**src/rtl/bpsk_pkg.sv**
```systemverilog
//------------------------------------------------------------------------------
// Module : bpsk_pkg
// Brief  : Shared types and defaults for the frame sync packer.
// Rev    : 1.0
//------------------------------------------------------------------------------
`timescale 1ns/1ps
`default_nettype none

package bpsk_pkg;

  localparam int          DEFAULT_SYNC_WIDTH = 8;
  localparam logic [7:0]  DEFAULT_SYNC_WORD  = 8'hD3;

  typedef enum logic {HUNT = 1'b0, PAYLOAD = 1'b1} fsp_state_t;

  typedef struct packed {
    logic       first;
    logic [7:0] data;
  } fsp_entry_t;

endpackage

`default_nettype wire

```
**src/rtl/byte_fifo.sv**
```systemverilog
//------------------------------------------------------------------------------
// Module : byte_fifo
// Brief  : Small output FIFO with a registered head entry; push is accepted
//          when not full or when a pop happens in the same cycle.
// Rev    : 1.0
//------------------------------------------------------------------------------
`timescale 1ns/1ps
`default_nettype none

module byte_fifo
  import bpsk_pkg::*;
#(
  parameter int DEPTH = 4
) (
  input  logic       clk,
  input  logic       rst_n,
  input  logic       push,
  input  fsp_entry_t push_data,
  input  logic       pop,
  output fsp_entry_t head,
  output logic       empty,
  output logic       full
);

  localparam int AW = $clog2(DEPTH);
  localparam int CW = AW + 1;

  fsp_entry_t       mem [DEPTH];
  fsp_entry_t       head_next;
  logic [AW-1:0]    wr_ptr;
  logic [AW-1:0]    rd_ptr;
  logic [AW-1:0]    rd_next;
  logic [CW-1:0]    count;
  logic [CW-1:0]    count_after_pop;
  logic [CW-1:0]    count_next;
  logic             do_push;
  logic             do_pop;

  assign empty           = (count == '0);
  assign full            = (count == CW'(DEPTH));
  assign do_pop          = pop & ~empty;
  assign do_push         = push & (~full | do_pop);
  assign rd_next         = rd_ptr + AW'(do_pop);
  assign count_after_pop = count - CW'(do_pop);
  assign count_next      = count_after_pop + CW'(do_push);

  // The head register shows the entry the read pointer will sit on next;
  // when the queue drains to nothing but the incoming byte, forward it.
  always_comb begin
    head_next = '0;
    if (count_next != '0) begin
      if (count_after_pop == '0) head_next = push_data;
      else                       head_next = mem[rd_next];
    end
  end

  always_ff @(posedge clk) begin
    if (do_push) mem[wr_ptr] <= push_data;
  end

  always_ff @(posedge clk or negedge rst_n) begin
    if (!rst_n) begin
      wr_ptr <= '0;
      rd_ptr <= '0;
      count  <= '0;
      head   <= '0;
    end else begin
      wr_ptr <= wr_ptr + AW'(do_push);
      rd_ptr <= rd_next;
      count  <= count_next;
      head   <= head_next;
    end
  end

endmodule

`default_nettype wire

```
**src/rtl/frame_sync_packer.sv**
```systemverilog
//------------------------------------------------------------------------------
// Module : frame_sync_packer
// Brief  : Hunts a sync word in the demodulated bit stream, packs the
//          following payload MSB-first into bytes and queues them.
//          Optional macro SYNC_INVERT_EN also locks on the inverted sync word.
// Rev    : 1.0
//------------------------------------------------------------------------------
`timescale 1ns/1ps
`default_nettype none

module frame_sync_packer
  import bpsk_pkg::*;
#(
  parameter int                    SYNC_WIDTH     = DEFAULT_SYNC_WIDTH,
  parameter logic [SYNC_WIDTH-1:0] SYNC_WORD      = SYNC_WIDTH'(DEFAULT_SYNC_WORD),
  parameter int                    FRAME_BYTES    = 4,
  parameter int                    FIFO_DEPTH     = 4,
  parameter int                    SYMBOL_TIMEOUT = 64
) (
  input  logic       clk,
  input  logic       reset,
  input  logic       bit_in,
  input  logic       bit_valid,
  output logic [7:0] byte_data,
  output logic       byte_first,
  output logic       byte_valid,
  input  logic       byte_ready,
  output logic       locked,
  output logic       frame_err,
  output logic       overflow,
  output logic       inverted
);

  localparam int BCW = $clog2(FRAME_BYTES + 1);
  localparam int TCW = $clog2(SYMBOL_TIMEOUT + 1);
  localparam logic [BCW-1:0] LAST_BYTE = BCW'(FRAME_BYTES - 1);
  localparam logic [TCW-1:0] TO_LAST   = TCW'(SYMBOL_TIMEOUT - 1);

  fsp_state_t            state;
  logic [SYNC_WIDTH-1:0] sync_sr;
  logic [SYNC_WIDTH-1:0] sync_next;
  logic [7:0]            byte_sr;
  logic [7:0]            byte_next;
  logic [2:0]            bit_cnt;
  logic [BCW-1:0]        byte_cnt;
  logic [TCW-1:0]        timeout_cnt;
  logic                  match_true;
  logic                  match_inv;
  logic                  pay_bit;
  logic                  push;
  logic                  pop;
  logic                  fifo_empty;
  logic                  fifo_full;
  fsp_entry_t            push_entry;
  fsp_entry_t            head;

  assign sync_next  = {sync_sr[SYNC_WIDTH-2:0], bit_in};
  assign match_true = (sync_next == SYNC_WORD);
`ifdef SYNC_INVERT_EN
  assign match_inv  = (sync_next == ~SYNC_WORD);
`else
  assign match_inv  = 1'b0;
`endif

  assign pay_bit    = bit_in ^ inverted;
  assign byte_next  = {byte_sr[6:0], pay_bit};
  assign push       = (state == PAYLOAD) && bit_valid && (bit_cnt == 3'd7);
  assign push_entry = '{first: (byte_cnt == '0), data: byte_next};
  assign pop        = byte_valid & byte_ready;

  assign byte_valid = ~fifo_empty;
  assign byte_data  = head.data;
  assign byte_first = head.first;

  always_ff @(posedge clk or negedge reset) begin
    if (!reset) begin
      state       <= HUNT;
      sync_sr     <= '0;
      byte_sr     <= '0;
      bit_cnt     <= '0;
      byte_cnt    <= '0;
      timeout_cnt <= '0;
      locked      <= 1'b0;
      inverted    <= 1'b0;
      frame_err   <= 1'b0;
      overflow    <= 1'b0;
    end else begin
      frame_err <= 1'b0;
      overflow  <= push & fifo_full & ~pop;
      case (state)
        HUNT: begin
          timeout_cnt <= '0;
          if (bit_valid) begin
            sync_sr <= sync_next;
            if (match_true || match_inv) begin
              state    <= PAYLOAD;
              locked   <= 1'b1;
              inverted <= match_inv & ~match_true;
              bit_cnt  <= '0;
              byte_cnt <= '0;
            end
          end
        end
        PAYLOAD: begin
          if (bit_valid) begin
            // A strobe in the timeout cycle keeps the frame alive.
            timeout_cnt <= '0;
            byte_sr     <= byte_next;
            bit_cnt     <= bit_cnt + 3'd1;
            if (bit_cnt == 3'd7) begin
              byte_cnt <= byte_cnt + BCW'(1);
              if (byte_cnt == LAST_BYTE) begin
                state    <= HUNT;
                locked   <= 1'b0;
                inverted <= 1'b0;
                sync_sr  <= '0;
                byte_cnt <= '0;
              end
            end
          end else if (timeout_cnt == TO_LAST) begin
            state       <= HUNT;
            locked      <= 1'b0;
            inverted    <= 1'b0;
            frame_err   <= 1'b1;
            timeout_cnt <= '0;
            bit_cnt     <= '0;
            byte_cnt    <= '0;
            byte_sr     <= '0;
            sync_sr     <= '0;
          end else begin
            timeout_cnt <= timeout_cnt + TCW'(1);
          end
        end
        default: state <= HUNT;
      endcase
    end
  end

  byte_fifo #(
    .DEPTH (FIFO_DEPTH)
  ) u_fifo (
    .clk       (clk),
    .rst_n     (reset),
    .push      (push),
    .push_data (push_entry),
    .pop       (pop),
    .head      (head),
    .empty     (fifo_empty),
    .full      (fifo_full)
  );

endmodule

`default_nettype wire

```
**config.mk**
```make
export PLATFORM = sky130hd
export DESIGN_NAME = frame_sync_packer
export DESIGN_NICKNAME = d
export VERILOG_FILES = /design/src/rtl/bpsk_pkg.sv /design/src/rtl/byte_fifo.sv /design/src/rtl/frame_sync_packer.sv
export SDC_FILE = /design/constraint.sdc
export NUM_CORES = 1
export LEC_CHECK = 0
export ABC_AREA = 1
export ABC_CLOCK_PERIOD_IN_PS = 2300
export CAP_MARGIN = 20
export CELL_PAD_IN_SITES_DETAIL_PLACEMENT = 1
export CELL_PAD_IN_SITES_GLOBAL_PLACEMENT = 2
export CORE_ASPECT_RATIO = 0.5
export CORE_MARGIN = 1
export CORE_UTILIZATION = 37
export CTS_CLUSTER_DIAMETER = 60
export CTS_CLUSTER_SIZE = 24
export DETAILED_ROUTE_END_ITERATION = 7
export DONT_BUFFER_PORTS = 1
export PLACE_DENSITY = 0.78
export SKIP_LAST_GASP = 1
export SLEW_MARGIN = 20
export SYNTH_ARGS = -nofsm -noshare
export SYNTH_HDL_FRONTEND = slang
export SYNTH_SLANG_ARGS = --single-unit
```
**constraint.sdc**
```tcl
create_clock -name clk -period 2.3 [get_ports clk]
set_clock_uncertainty 0.15 [all_clocks]
set_input_delay 0.46 -clock clk [delete_from_list [all_inputs] [get_ports clk]]
set_output_delay 0.46 -clock clk [all_outputs]
set_load 0.02 [all_outputs]
```
### After elaboration in Yosys (flattened, before gate mapping)

Memories as Yosys holds them, arrays and structs flattened.
Cells that the tools add are included.

* register bits: 48
* RAM bits: 36
* input bits: 5
* word-level logic and storage cells: 99
* memories: 1

* bitwise gates (word level): 11
* mux-type cells: 43
* reduce and logical (&&, ||, !) cells: 12
* add/sub/neg operators: 7
* equal/unequal tests: 10

Memories
* u_fifo.mem: depth 4, bits a word 9, read ports 1, clocked after Yosys merged registers in 0, wr ports 1, line byte_fifo.sv:28 `fsp_entry_t mem [DEPTH];`

Operators with widths (count)
* $mux W7: 8
* $pmux W7 S2: 2
* $mux W3: 7
* $mux W1: 19
* $mux W9: 2
* $pmux W3 S2: 2
* $logic_not A3 Y1: 3
* $ne A3 B2 Y1 const B: 3
* $eq A8 B8 Y1 const B: 1
* $reduce_and A4 Y1: 2
* $add A7 B1 Y7 const B: 1
* $eq A7 B6 Y1 const B: 1
* $add A3 B1 Y3 const B: 2
* $eq A3 B3 Y1 const B: 2
* $pmux W1 S2: 3
* $and A1 B1 Y1: 5
* $reduce_and A5 Y1: 1
* $add A2 B1 Y2: 2
* $ne A2 B2 Y1 const B: 2
* $not A1 Y1: 4
* $add A3 B1 Y3: 1
* $eq A3 B2 Y1 const B: 1
* $reduce_and A3 Y1: 1
* $reduce_bool A3 Y1: 1
* other kinds (6): 7

### Longest topological paths before layout

Gate-level depths: netlist of the first run.

* depth in word-level cells: 9
* gate-level depth with buffers: 11

### Modules after synthesis

A second synthesis of the first run with hierarchy kept.

* cells, all modules: 414
* area, all modules: 3902.5 um^2

By module, submodules not included
* byte_fifo: area an instance 2366.0 um^2, instances 1, cells an instance 235
* frame_sync_packer: area an instance 1536.5 um^2, instances 1, cells an instance 179

### Worst setup path before layout of the first run

No wires, ideal clock.

* path type: register -> register
* from: reg u_fifo.count[1]
* to: reg u_fifo.head[0] (netlist name)
* path slack: 9 ps
* data arrival time: 2006 ps
* cell stages (with the launch flop): 10
* clock period less this slack: 2291 ps
* buffers on the path: 0
* cell sequence: dfrtp_1 nor2_1 a21oi_1 ha_1 ha_1 inv_1 ha_1 or2_2 nor2_2 a21oi_1

RTL lines
* from (decl): line byte_fifo.sv:33 `logic [CW-1:0] count;`
* from (signal assigned): line byte_fifo.sv:70 `count <= count_next;`

==> impl_metrics.ini, run 1 <==
[run_status]
status = finished clean

[synthesis]
synth_area_per_cell_um2 = 9.77
synth_cell_types = 34
synth_xor_xnor_area_share = 0.0140
ys_ff_latch = 83
syn-num-nets = 390
synth.most_common_cell = nand2_1
synth.area.top_cells = dfrtp_1, edfxtp_1, nand2_1
ys_warn_count = 0
yosys-mux-area-fraction = 0
synth_fa_ha_area_frac = 0.0342
synth_common_cells = nand2_1, inv_1, dfrtp_1, edfxtp_1, nor2_1
synthCells = 375
synth_top_family_by_area = simple AND/OR/NAND/NOR gates
synth_area_mm2 = 0.00366
synth.yosys.seq_area_share = 0.616
synth-simple-area-share = 0.196
async_flop_share = 0.566
synth.top_cell.area_share = 0.321
synth_edf_count = 36
synth_compound_area_frac = 0.0704
synth_ff_type = dfrtp_1
synth_area_leader_cell = dfrtp_1

[timing]
min_period_over_period = 0.984
setup_ws_ns = 0.0379
clock.fmax_ghz = 0.442
setup_viol = 0
drv_slew = 0
rsz0062_at_grt = true
hold_viol_final = 0
finalCriticalPeriod_ns = 2.26

[worst_hold_path]
min-delay-start = bit_valid
hold_path_class = primary input to register

[place]
placed_cells = 516
place_area_mm2 = 0.00391
place_ws_ns = -0.122
hpwl_um = 5600
gp_congestion = 0.741
portBuffers = 0

[critical_path]
cpMaxStageDelayCell = dfrtp_1
arrival_ns = 2.35
cp_num_buf_inv = 2
crit_required_ns = 2.38
cpMostUsedCell = ha_4
crit_family = adder cells
start_kind = register
cp-startpoint = u_fifo.count[0]
worstSetupPathType = register to register
critical_path.max_fanout = 4
worstPathCellList = nor2_4, a21oi_4, ha_4, ha_4, inv_2, ha_4, or2_4, nor2_4, bufbuf_16, a21oi_1
max_stage_delay_ns = 0.41
critPathCaptureType = register
r2r_start = u_fifo.count[0]

[global_route]
antenna_found_initial = 0
grt_pass1_vias = 2749
use_met3 = 0.0535
grt_pass1_wl_um = 13500
grt_use_met2 = 0.306
grt_max_degree = 48
track_usage = 0.179
grt-busiest-layer = met2
met1_usage = 0.213
grt_overflow = 0

[layout]
nets = 414
fillerInstances = 1060
drive_gt1_frac = 0.163
stdcell_area_mm2 = 0.00444
num_antenna_cells = 0
syn2layout_area_growth_pct = 21.1
layoutNonFillerInstCount = 539

[power]
peakVddDrop_mv = 0.428
powerDensity_mw_per_mm2 = 1320
p_leak_nw = 2.00
p_total_w = 0.00587

[floorplan]
die_x_um = 143
rows = 25
ios = 19
dieArea_mm2 = 0.0103
die_h_um = 72.4
start_util = 0.384
core-area_mm2 = 0.00954

[cts]
cts.path.max_buffers = 2
cts_tree = built
path_clk_slew_ns = 0.07
h-tree-depth = 3
cts_buffers = 9
clk_root_buffer_cell = clkbuf_16
cts.sinks = 83
clk-insertion-delay-late_ns = 0.34

[route]
num_vias = 2550
totalWireLength_um = 8350
drc_errors = 0
dr.pass1.iters = 4
routed_via_density = 4.73
routedWlPerCell_um = 15.5
drt-initial-drc-count = 93
postRouteAntennaNets = 0

[run]
max_cap_violations = 0
## kinds of logic (layout without fill, tap and decap cells)
logic type,after synthesis,in the layout
adders and majority gates,10,10
buffers and inverters,60,89
other,1,1
DFF,83,83
AOI/OAI and AO/OA,44,44
xor gates and xnor gates,5,5
and+or+nand+nor,172,172
## what timing repair did
| item | in CTS | in global routing |
|---|---|---|
| endpoints found under the setup margin | 9 | 9 |
| hold buffers | 2 | 0 |
| pin swaps | 2 | 4 |
| gates cloned | 1 | 0 |
| gates resized for setup | 14 | 4 |
| hold endpoints to repair | 47 | 0 |
| buffers inserted | 4 | 0 |
## registers in the layout, summed over array words and instances (netlist names)
| signal | cells |
|---|---|
| u_fifo.head | 9 |
| frame_err | 1 |
| overflow | 1 |
| byte_sr | 7 |
| u_fifo.wr_ptr | 2 |
| locked | 1 |
| byte_cnt | 3 |
| u_fifo.mem | 36 |
| u_fifo.count | 3 |
| timeout_cnt | 7 |
| bit_cnt | 3 |
| sync_sr | 7 |
| state | 1 |
| u_fifo.rd_ptr | 2 |
## placed cells by master, fill, tap and decap left out, drive strengths merged
cell         instances
nand4                1
dlygate4sd3          1
a21oi               13
conb                 1
ha                  10
clkinvlp             1
nor2                27
nand2              122
o21bai               4
nor3                 2
or2                  1
inv                 53
xnor2                3
nor4                 1
clkinv               2
nand3               17
nor3b                1
bufinv               1
buf                 20
bufbuf               1
dfrtp               47
xor2                 2
o21ai               26
a31oi                1
edfxtp              36
clkbuf              10
## worst register-to-register path, stage by stage (launching register included)
cell and delay, ns:
dfrtp_1 0.41, nor2_4 0.16, a21oi_4 0.08, ha_4 0.17
ha_4 0.26, inv_2 0.04, ha_4 0.23, or2_4 0.23
nor2_4 0.11, bufbuf_16 0.26, a21oi_1 0.04
## power by group
part	internal (W)	total, W	switching, W
Combinational	0.000892	0.00208	0.00119
Clock	0.000915	0.00152	0.000610
Sequential	0.00190	0.00226	0.000362
Total	0.00371	0.00587	0.00216
## per-layer routing
metal	wire length, um	vias to the layer above
li1	-	1236
met1	3820	1269
met2	4080	27
met3	292	18
met4	167	0
met5	0	-
## path summary, 6_finish.rpt
check	to	slack (ns)	cells past startpoint
min in group asynchronous	u_fifo.head[0]	0.49	2
min	frame_err	0.04	1
min reg2reg	timeout_cnt[0]	0.33	1
max in group asynchronous	byte_cnt[0]	1.28	2
max	u_fifo.head[5]	0.04	10
max reg2reg	u_fifo.head[5]	0.04	10
## cell type report
class	instances	area (um2)	share of cell area
clock inverters	6	67.6	0.0152
multi-input cells	232	1260	0.284
well taps	135	169	0.0381
repair buffers	22	241	0.0544
flip-flops and latches	83	2260	0.509
clock buffers	10	250	0.0564
inverters	51	191	0.0432
## stage by stage
stage | utilization | setup TNS (ns) | hold WS [ns]
final | 0.465 | 0 | 0.0407
after global routing | 0.465 | -0.189 | 0.0361
after CTS | 0.462 | 0 | 0.0295
after detailed placement | 0.410 | -1.01 | 0.0156
after global placement | 0.410 | 0 | 0.0163
after floorplan | - | 0 | 0.0144
Power figures use the tool's default switching activity.
==> run 2, diff against run 1 <==
--- a/config.mk
+++ b/config.mk
@@ -11,7 +11,7 @@
 export CELL_PAD_IN_SITES_DETAIL_PLACEMENT = 1
 export CELL_PAD_IN_SITES_GLOBAL_PLACEMENT = 2
 export CORE_ASPECT_RATIO = 0.5
-export CORE_MARGIN = 1
+export CORE_MARGIN = 10
 export CORE_UTILIZATION = 37
 export CTS_CLUSTER_DIAMETER = 60
 export CTS_CLUSTER_SIZE = 24
==> run 2 against run 1 <==
Critical path depth is the same; highest routed layer unchanged; combinational power down 2%; register-to-register slack improved by 0.02 ns; worst setup slack improved by 0.022 ns; die area increased by 41%; largest power group unchanged; hold slack better by 0.0071 ns.
==> impl_metrics.ini, run 2 (same netlist as run 1, synthesis figures left out) <==
[critical_path]
worstSetupPathType = register to register
critPathCapture = u_fifo.head[8]
reg2reg_to = u_fifo.head[8]
critPathCaptureType = register
cpMaxStageDelayCell = dfrtp_1
regToRegSetupSlack_ns = 0.06
max_stage_delay_ns = 0.40
start_kind = register
worstPathCellList = nor2_2, a21oi_2, ha_1, ha_4, inv_2, ha_4, or2_4, nor2_4, buf_6, a21oi_2
crit_required_ns = 2.38
arrival_ns = 2.32
critical_path.max_fanout = 5
r2r_start = u_fifo.count[1]
rr_worst_depth = 10
cp-startpoint = u_fifo.count[1]

[floorplan]
core-area_mm2 = 0.00954
die_h_um = 90.4
start_util = 0.384
die_x_um = 161
rows = 25
ios = 19
dieArea_mm2 = 0.0145

[layout]
nets = 414
stdcell_area_mm2 = 0.00435
largest_register = u_fifo.mem
layout_common_cells = nand2_1, inv_1, dfrtp_1
num_antenna_cells = 0
syn2layout_area_growth_pct = 18.7
drive_gt1_frac = 0.176
final_util = 0.456
largest_register_ffs = 36
reg_top3 = u_fifo.mem: 36 flops, u_fifo.head: 9 flops
layoutNonFillerInstCount = 539
layout_commonest_cell = nand2_1

[place]
hpwl_um = 5810
place_area_mm2 = 0.00392
placed_cells = 517
portBuffers = 0
gp_congestion = 0.733

[cts]
clk_root_buffer_cell = clkbuf_16
cts_buffers = 9
cts_tree = built
h-tree-depth = 3
clk-insertion-delay-late_ns = 0.34
path_clk_slew_ns = 0.07
cts.sinks = 83
cts.path.max_buffers = 2

[timing]
max_slew_margin = 0.656
setup_viol = 0
min_period_over_period = 0.974
rsz0062_at_grt = true
clock.fmax_ghz = 0.446
fin_hold_ws_ns = 0.0477
hold_viol_final = 0
finalCriticalPeriod_ns = 2.24
worst_slew_pin_slew_ns = 0.514
drv_slew = 0

[power]
p_leak_nw = 1.97
powerDensity_mw_per_mm2 = 1300
peakVddDrop_mv = 0.425

[route]
drc_errors = 0
routedWlPerCell_um = 15.6
postRouteAntennaNets = 0
totalWireLength_um = 8400
routed_via_density = 4.68
drt-initial-drc-count = 111
num_vias = 2523
dr.pass1.iters = 6

[global_route]
antenna_found_initial = 0
met1_usage = 0.145
grt-busiest-layer = met2
grt_pass1_vias = 2786
use_met3 = 0.0491
grt_overflow = 0
grt_pass1_wl_um = 14200
track_usage = 0.122
grt_use_met2 = 0.204
grt_max_degree = 48

[run]
max_cap_violations = 0

[run_status]
status = finished clean

[worst_hold_path]
hold_path_class = primary input to register
## run 2: cell types whose count changed in the layout (fill, tap and decap cells not counted), moves of 2 or more
cell	before	now
a21oi_1	10	3
a21oi_2	2	10
clkinv_4	0	2
nand3_2	4	2
nand3_1	13	15
## run 2: area by class of cell
class                   instances  area [um2]
repair buffers                 22         208
well taps                     135         169
flip-flops and latches         83        2260
multi-input cells             232        1240
fillers                      1062        5190
inverters                      51         191
clock buffers                  10         239
clock inverters                 6        47.5
## run 2: timing repair
action / in CTS / in global routing
pin swaps: 7 / 7
gates resized for setup: 11 / 9
gates cloned: 1 / 0
hold buffers: 2 / 0
buffers inserted: 4 / 1
endpoints found under the setup margin: 9 / 9
endpoints found under the hold margin: 47 / 0
## run 2: worst min-delay path by stage
| stage | start | slack (ns) | end | cells after the start |
|---|---|---|---|---|
| after floorplan | reset | 0.01 | bit_cnt[0] | 0 |
| after global placement | reset | 0.02 | timeout_cnt[1] | 0 |
| after detailed placement | reset | 0.02 | timeout_cnt[0] | 0 |
| after CTS | bit_valid | 0.04 | frame_err | 1 |
| after global routing | bit_valid | 0.03 | frame_err | 1 |
| final | bit_valid | 0.05 | frame_err | 1 |
## run 2: metrics by stage
| stage | setup slack, ns | TNS (ns) | power [W] |
|---|---|---|---|
| floorplan | 0.00867 | 0 | 0.00337 |
| global placement | 0.00509 | 0 | 0.00389 |
| detailed placement | -0.132 | -1.03 | 0.00404 |
| CTS | 0.0119 | 0 | 0.00570 |
| global route | -0.0440 | -0.296 | 0.00609 |
| finish | 0.0599 | 0 | 0.00566 |
## run 2: power by group
part	switching, W	internal (W)
Combinational	0.00121	0.000827
Clock	0.000601	0.000770
Sequential	0.000349	0.00190
## run 2: metal layers
metal,up-vias,wire [um]
li1,1238,-
met1,1260,3840
met2,23,4170
met3,2,356
met4,0,29
met5,-,0
## run 2: worst max-delay path: cells and delay by family, from the launching register on
family	cells	cell delay, ns
DFF	1	0.40
AOI/OAI and AO/OA	2	0.12
and+or+nand+nor	3	0.54
buffers and inverters	2	0.19
adders and majority gates	3	0.73
==> variant 1 (flow settings as in run 1) <==
Build with the macro `SYNC_INVERT_EN` defined.
--- a/src/rtl/frame_sync_packer.sv
+++ b/src/rtl/frame_sync_packer.sv
@@ -8,4 +8,6 @@
 `timescale 1ns/1ps
 `default_nettype none
+
+`define SYNC_INVERT_EN
 
 module frame_sync_packer
Behaviour: not the same (a bounded check fails within 10 cycles, from zero or initial values and one cycle with reset low).
==> variant 1 against run 1 <==
- sequential cell count rose by 1
- routed wire length fell by 3.9%
- area after synthesis fell by 0.51%
- non-clock buffer count rose by 2
- critical path depth rose by 1
- setup slack improved by 0.079 ns
- cell area fell by 2.5%
- total power fell by 3.6%
- first-iteration DRC count rose by 25%
- clock power fell by 14%
- worst hold slack improved by 0.095 ns
- synthesized cell count fell by 4.8%
- largest cell class unchanged
==> variant 1: results <==
export IMPL_stdcell_count=528
export IMPL_whs_ns=0.135
export IMPL_power_density_nw_per_um2=1310
export IMPL_placedCellCount=508
export IMPL_status="completed"
export IMPL_synth_area_leaders="dfrtp_1, edfxtp_1, nand2_1"
export IMPL_wire_per_inst_um=15.2
export IMPL_grt_pass1_wl_mm=13.4
export IMPL_combPwrFrac_pct=36.3
export IMPL_leakage_uw=0.00188
export IMPL_path_max_fanout=8
export IMPL_crit_arrival_ns=2.26
export IMPL_rr_endpoint="u_fifo.head[8]$_DFF_PN0_"
export IMPL_ys_types=30
export IMPL_grt_max_degree=49
export IMPL_place_area_um2=3960
export IMPL_grt_pass1_vias=2688
export IMPL_syn_avg_cell_area_um2=10.2
export IMPL_cts_setup_buffers=0
export IMPL_utilization_pct=45.5
export IMPL_dp_hpwl_mm=5.60
export IMPL_syn_to_final_growth_pct=18.7
export IMPL_synthesis_nets=372
export IMPL_post_route_period_util_pct=94.9
export IMPL_gpl_final_weighted_congestion=0.725
export IMPL_n_fill_cell=1070
export IMPL_holdPathEnd="inverted$_DFFE_PN0P_"
export IMPL_drt_initial_drc_count=116
export IMPL_regToRegSetupSlack_ns=0.12
export IMPL_fin_nets=403
-- variant 1: changes by cell type after synthesis, sizes merged, moves of 2 or more --
cell / change
nand2: -42
nor2: +33
inv: -16
nand3: +8
buf: -6
nand4: +3
o21bai: -3
clkinv: +2
nor3: -2
xor2: +2
-- variant 1: routing by layer --
layer / vias to the layer above / track usage [%] / wire length [um]
li1: 1229 / - / -
met1: 1238 / 20.0 / 3470
met2: 22 / 32.8 / 4170
met3: 10 / 5.41 / 277
met4: 0 / 7.17 / 112
met5: - / 0 / 0
-- variant 1: critical path: stages, from the launching register on --
cell and delay, ns:
dfrtp_1 0.38, nor2_2 0.16, a21oi_2 0.09, ha_2 0.33, inv_1 0.04, ha_1 0.22, ha_4 0.22, nor2_2 0.09
inv_1 0.07, nor2_4 0.12, buf_12 0.13, a21oi_1 0.05
==> variant 2 (config.mk and constraints of run 1) <==
Without the edit above. Put one more register stage on the output `frame_err`, with the module's reset. The value now appears one clock later. The other outputs are not delayed to match.
--- a/src/rtl/frame_sync_packer.sv
+++ b/src/rtl/frame_sync_packer.sv
@@ -36,4 +36,6 @@
   localparam logic [BCW-1:0] LAST_BYTE = BCW'(FRAME_BYTES - 1);
   localparam logic [TCW-1:0] TO_LAST   = TCW'(SYMBOL_TIMEOUT - 1);
+
+  logic frame_err_s0;
 
   fsp_state_t            state;
@@ -83,8 +85,8 @@
       locked      <= 1'b0;
       inverted    <= 1'b0;
-      frame_err   <= 1'b0;
+      frame_err_s0 <= 1'b0;
       overflow    <= 1'b0;
     end else begin
-      frame_err <= 1'b0;
+      frame_err_s0 <= 1'b0;
       overflow  <= push & fifo_full & ~pop;
       case (state)
@@ -122,5 +124,5 @@
             locked      <= 1'b0;
             inverted    <= 1'b0;
-            frame_err   <= 1'b1;
+            frame_err_s0 <= 1'b1;
             timeout_cnt <= '0;
             bit_cnt     <= '0;
@@ -150,4 +152,12 @@
   );
 
+  always_ff @(posedge clk or negedge reset) begin
+    if (!reset) begin
+      frame_err <= '0;
+    end else begin
+      frame_err <= frame_err_s0;
+    end
+  end
+
 endmodule
 
Formal check against the unedited RTL: no difference found for any inputs over 10 cycles, from zero or initial values and one cycle with reset low; that may be too few to reach the edited logic, so the function may still have changed.
==> variant 2 against run 1 <==
- area after synthesis grew 0.89%
- critical path depth unchanged
- worst hold slack worse by 0.0062 ns
- clock power shrank 9%
- total power fell by 7.1%
- combinational power is 14% lower
- sequential cell count is 1 higher
- routed wire length is 6.8% lower
- cell area down 2.6%
- setup slack improved by 0.072 ns
- critical path type unchanged
- largest cell class unchanged
==> variant 2: results <==
export IMPL_met3_length_um=253
export IMPL_synth_seq_area_share_pct=61.7
export IMPL_synth_warnings=0
export IMPL_hold_viol=0
export IMPL_holdCritPathClass="input port to flop"
export IMPL_grt_pass1_vias=2572
export IMPL_synthesis_nets=395
export IMPL_grt_use_total_pct=16.9
export IMPL_cts_buffers=9
export IMPL_n_fill_cell=1084
export IMPL_cp_slowest_stage_delay_ns=0.40
export IMPL_n_antenna_cell=0
export IMPL_gpl_final_weighted_congestion=0.746
export IMPL_synth_commonest_cells="nand2_1, inv_1, dfrtp_1"
export IMPL_fin_nets=415
export IMPL_ys_types=34
export IMPL_clk_pin_slew_worst_paths_ns=0.07
export IMPL_antenna_found_initial=0
export IMPL_wire_per_inst_um=14.4
export IMPL_crit_arrival_ns=2.27
export IMPL_holdPathStages=1
export IMPL_synth_edf_count=36
export IMPL_vias_per_cell=4.59
export IMPL_top_layer="met4"
export IMPL_clkPwrFrac_pct=25.5
export IMPL_grt_max_degree=49
export IMPL_clock_latency_ns=0.34
export IMPL_layout_drive_gt1_share_pct=14.1
export IMPL_async_flop_share_pct=57.1
export IMPL_internal_power_uw=3390
export IMPL_dr_wl_met2_mm=3.76
export IMPL_dp_hpwl_mm=5.37
export IMPL_grt_pass1_wl_mm=12.9
export IMPL_irDropWorstVdd_mv=0.482
export IMPL_synth_area_leaders="dfrtp_1, edfxtp_1, nand2_1"
export IMPL_status="completed"
export IMPL_ff2ff_path_depth=10
export IMPL_cts_buffer_depth=2
export IMPL_met1_length_mm=3.68
export IMPL_first_pass_iters=4
export IMPL_cts_root_buffer="clkbuf_16"
export IMPL_pre_cts_slack_ns=-0.108
export IMPL_htree_levels=3
export IMPL_path_max_fanout=9
export IMPL_leakage_uw=0.00197
export IMPL_place_area_um2=3950
export IMPL_numPortBuffers=0
export IMPL_reg_top3="u_fifo.mem (36), u_fifo.head (9)"
export IMPL_slowest_stage="dfrtp_1"
export IMPL_drt_initial_drc_count=124
export IMPL_ys_flop_type="dfrtp_1"
-- variant 2: changes by cell type after synthesis, sizes merged --
| cell | change |
|---|---|
| dfrtp | +1 |
| nand2 | +3 |
| nand3 | +1 |
| nor2 | -1 |
| inv | +1 |
-- variant 2: area by class of cell --
class	instances	share of cell area [%]
inverter	52	4.52
multi-input combinational	235	27.8
tap	135	3.91
clock buffer	9	5.21
clock inverter	7	1.48
timing repair buffer	18	4.23
sequential	84	52.8
-- variant 2: power groups by stage --
stage,Sequential [uW],Combinational [uW],Clock (uW)
2_1_floorplan,2210,1200,0
3_3_place_gp,2290,1630,0
3_5_place_dp,2310,1720,0
4_1_cts,2290,1780,1440
5_1_grt,2330,2050,1500
6_report,2280,1780,1390
-- variant 2: timing repair --
| action | in CTS | in global routing |
|---|---|---|
| hold buffers | 2 | 0 |
| hold endpoints to repair | 48 | 0 |
| resized for setup | 3 | 6 |
| gates cloned | 0 | 0 |
| pin swaps | 3 | 2 |
| setup buffers | 0 | 0 |
| setup endpoints to repair | 9 | 9 |
-- variant 2: logic make-up after synthesis --
kind of cell / share of synthesized area, %
and+or+nand+nor: 19.6
xor gates and xnor gates: 1.39
other: 0.101
DFF: 61.7
AOI/OAI and AO/OA: 6.87
buffers and inverters: 6.87
adders and majority gates: 3.39
-- variant 2: worst max-delay path, delay by kind of cell (launching register included) --
kind	cells	cell delay [ns]
buffers and inverters	2	0.18
AND/OR/NAND/NOR	3	0.50
AO/OA/AOI/OAI	2	0.12
flip-flops	1	0.40
adder cells (fa/ha/maj)	3	0.72
-- variant 2: layer usage --
layer,track usage (%),vias up
li1,-,1254
met1,21.3,1193
met2,28.4,25
met3,4.99,7
met4,5.32,0
met5,0,-
-- variant 2: metrics by stage --
step           util [%]  total power, uW  setup TNS, ns  cells
2_1_floorplan         -             3410              0    380
3_3_place_gp       41.3             3920              0    522
3_5_place_dp       41.3             4030         -0.824    522
4_1_cts            44.8             5500              0    540
5_1_grt            45.1             5870       -0.00129    540
6_report           45.1             5450              0    540
-- variant 2: path summary, 6_finish.rpt --
| path | endpoint | slack (ns) | start |
|---|---|---|---|
| worst min-delay path | frame_err_s0$_DFF_PN0_ | 0.03 | bit_valid |
| worst max-delay path | u_fifo.head[0]$_DFF_PN0_ | 0.11 | u_fifo.count[1]$_DFF_PN0_ |
| min in group asynchronous | u_fifo.head[0]$_DFF_PN0_ | 0.47 | reset |
| worst min register to register | frame_err$_DFF_PN0_ | 0.21 | frame_err_s0$_DFF_PN0_ |
| worst max register to register | u_fifo.head[0]$_DFF_PN0_ | 0.11 | u_fifo.count[1]$_DFF_PN0_ |
| max in group asynchronous | sync_sr[4]$_DFFE_PN0P_ | 1.28 | reset |
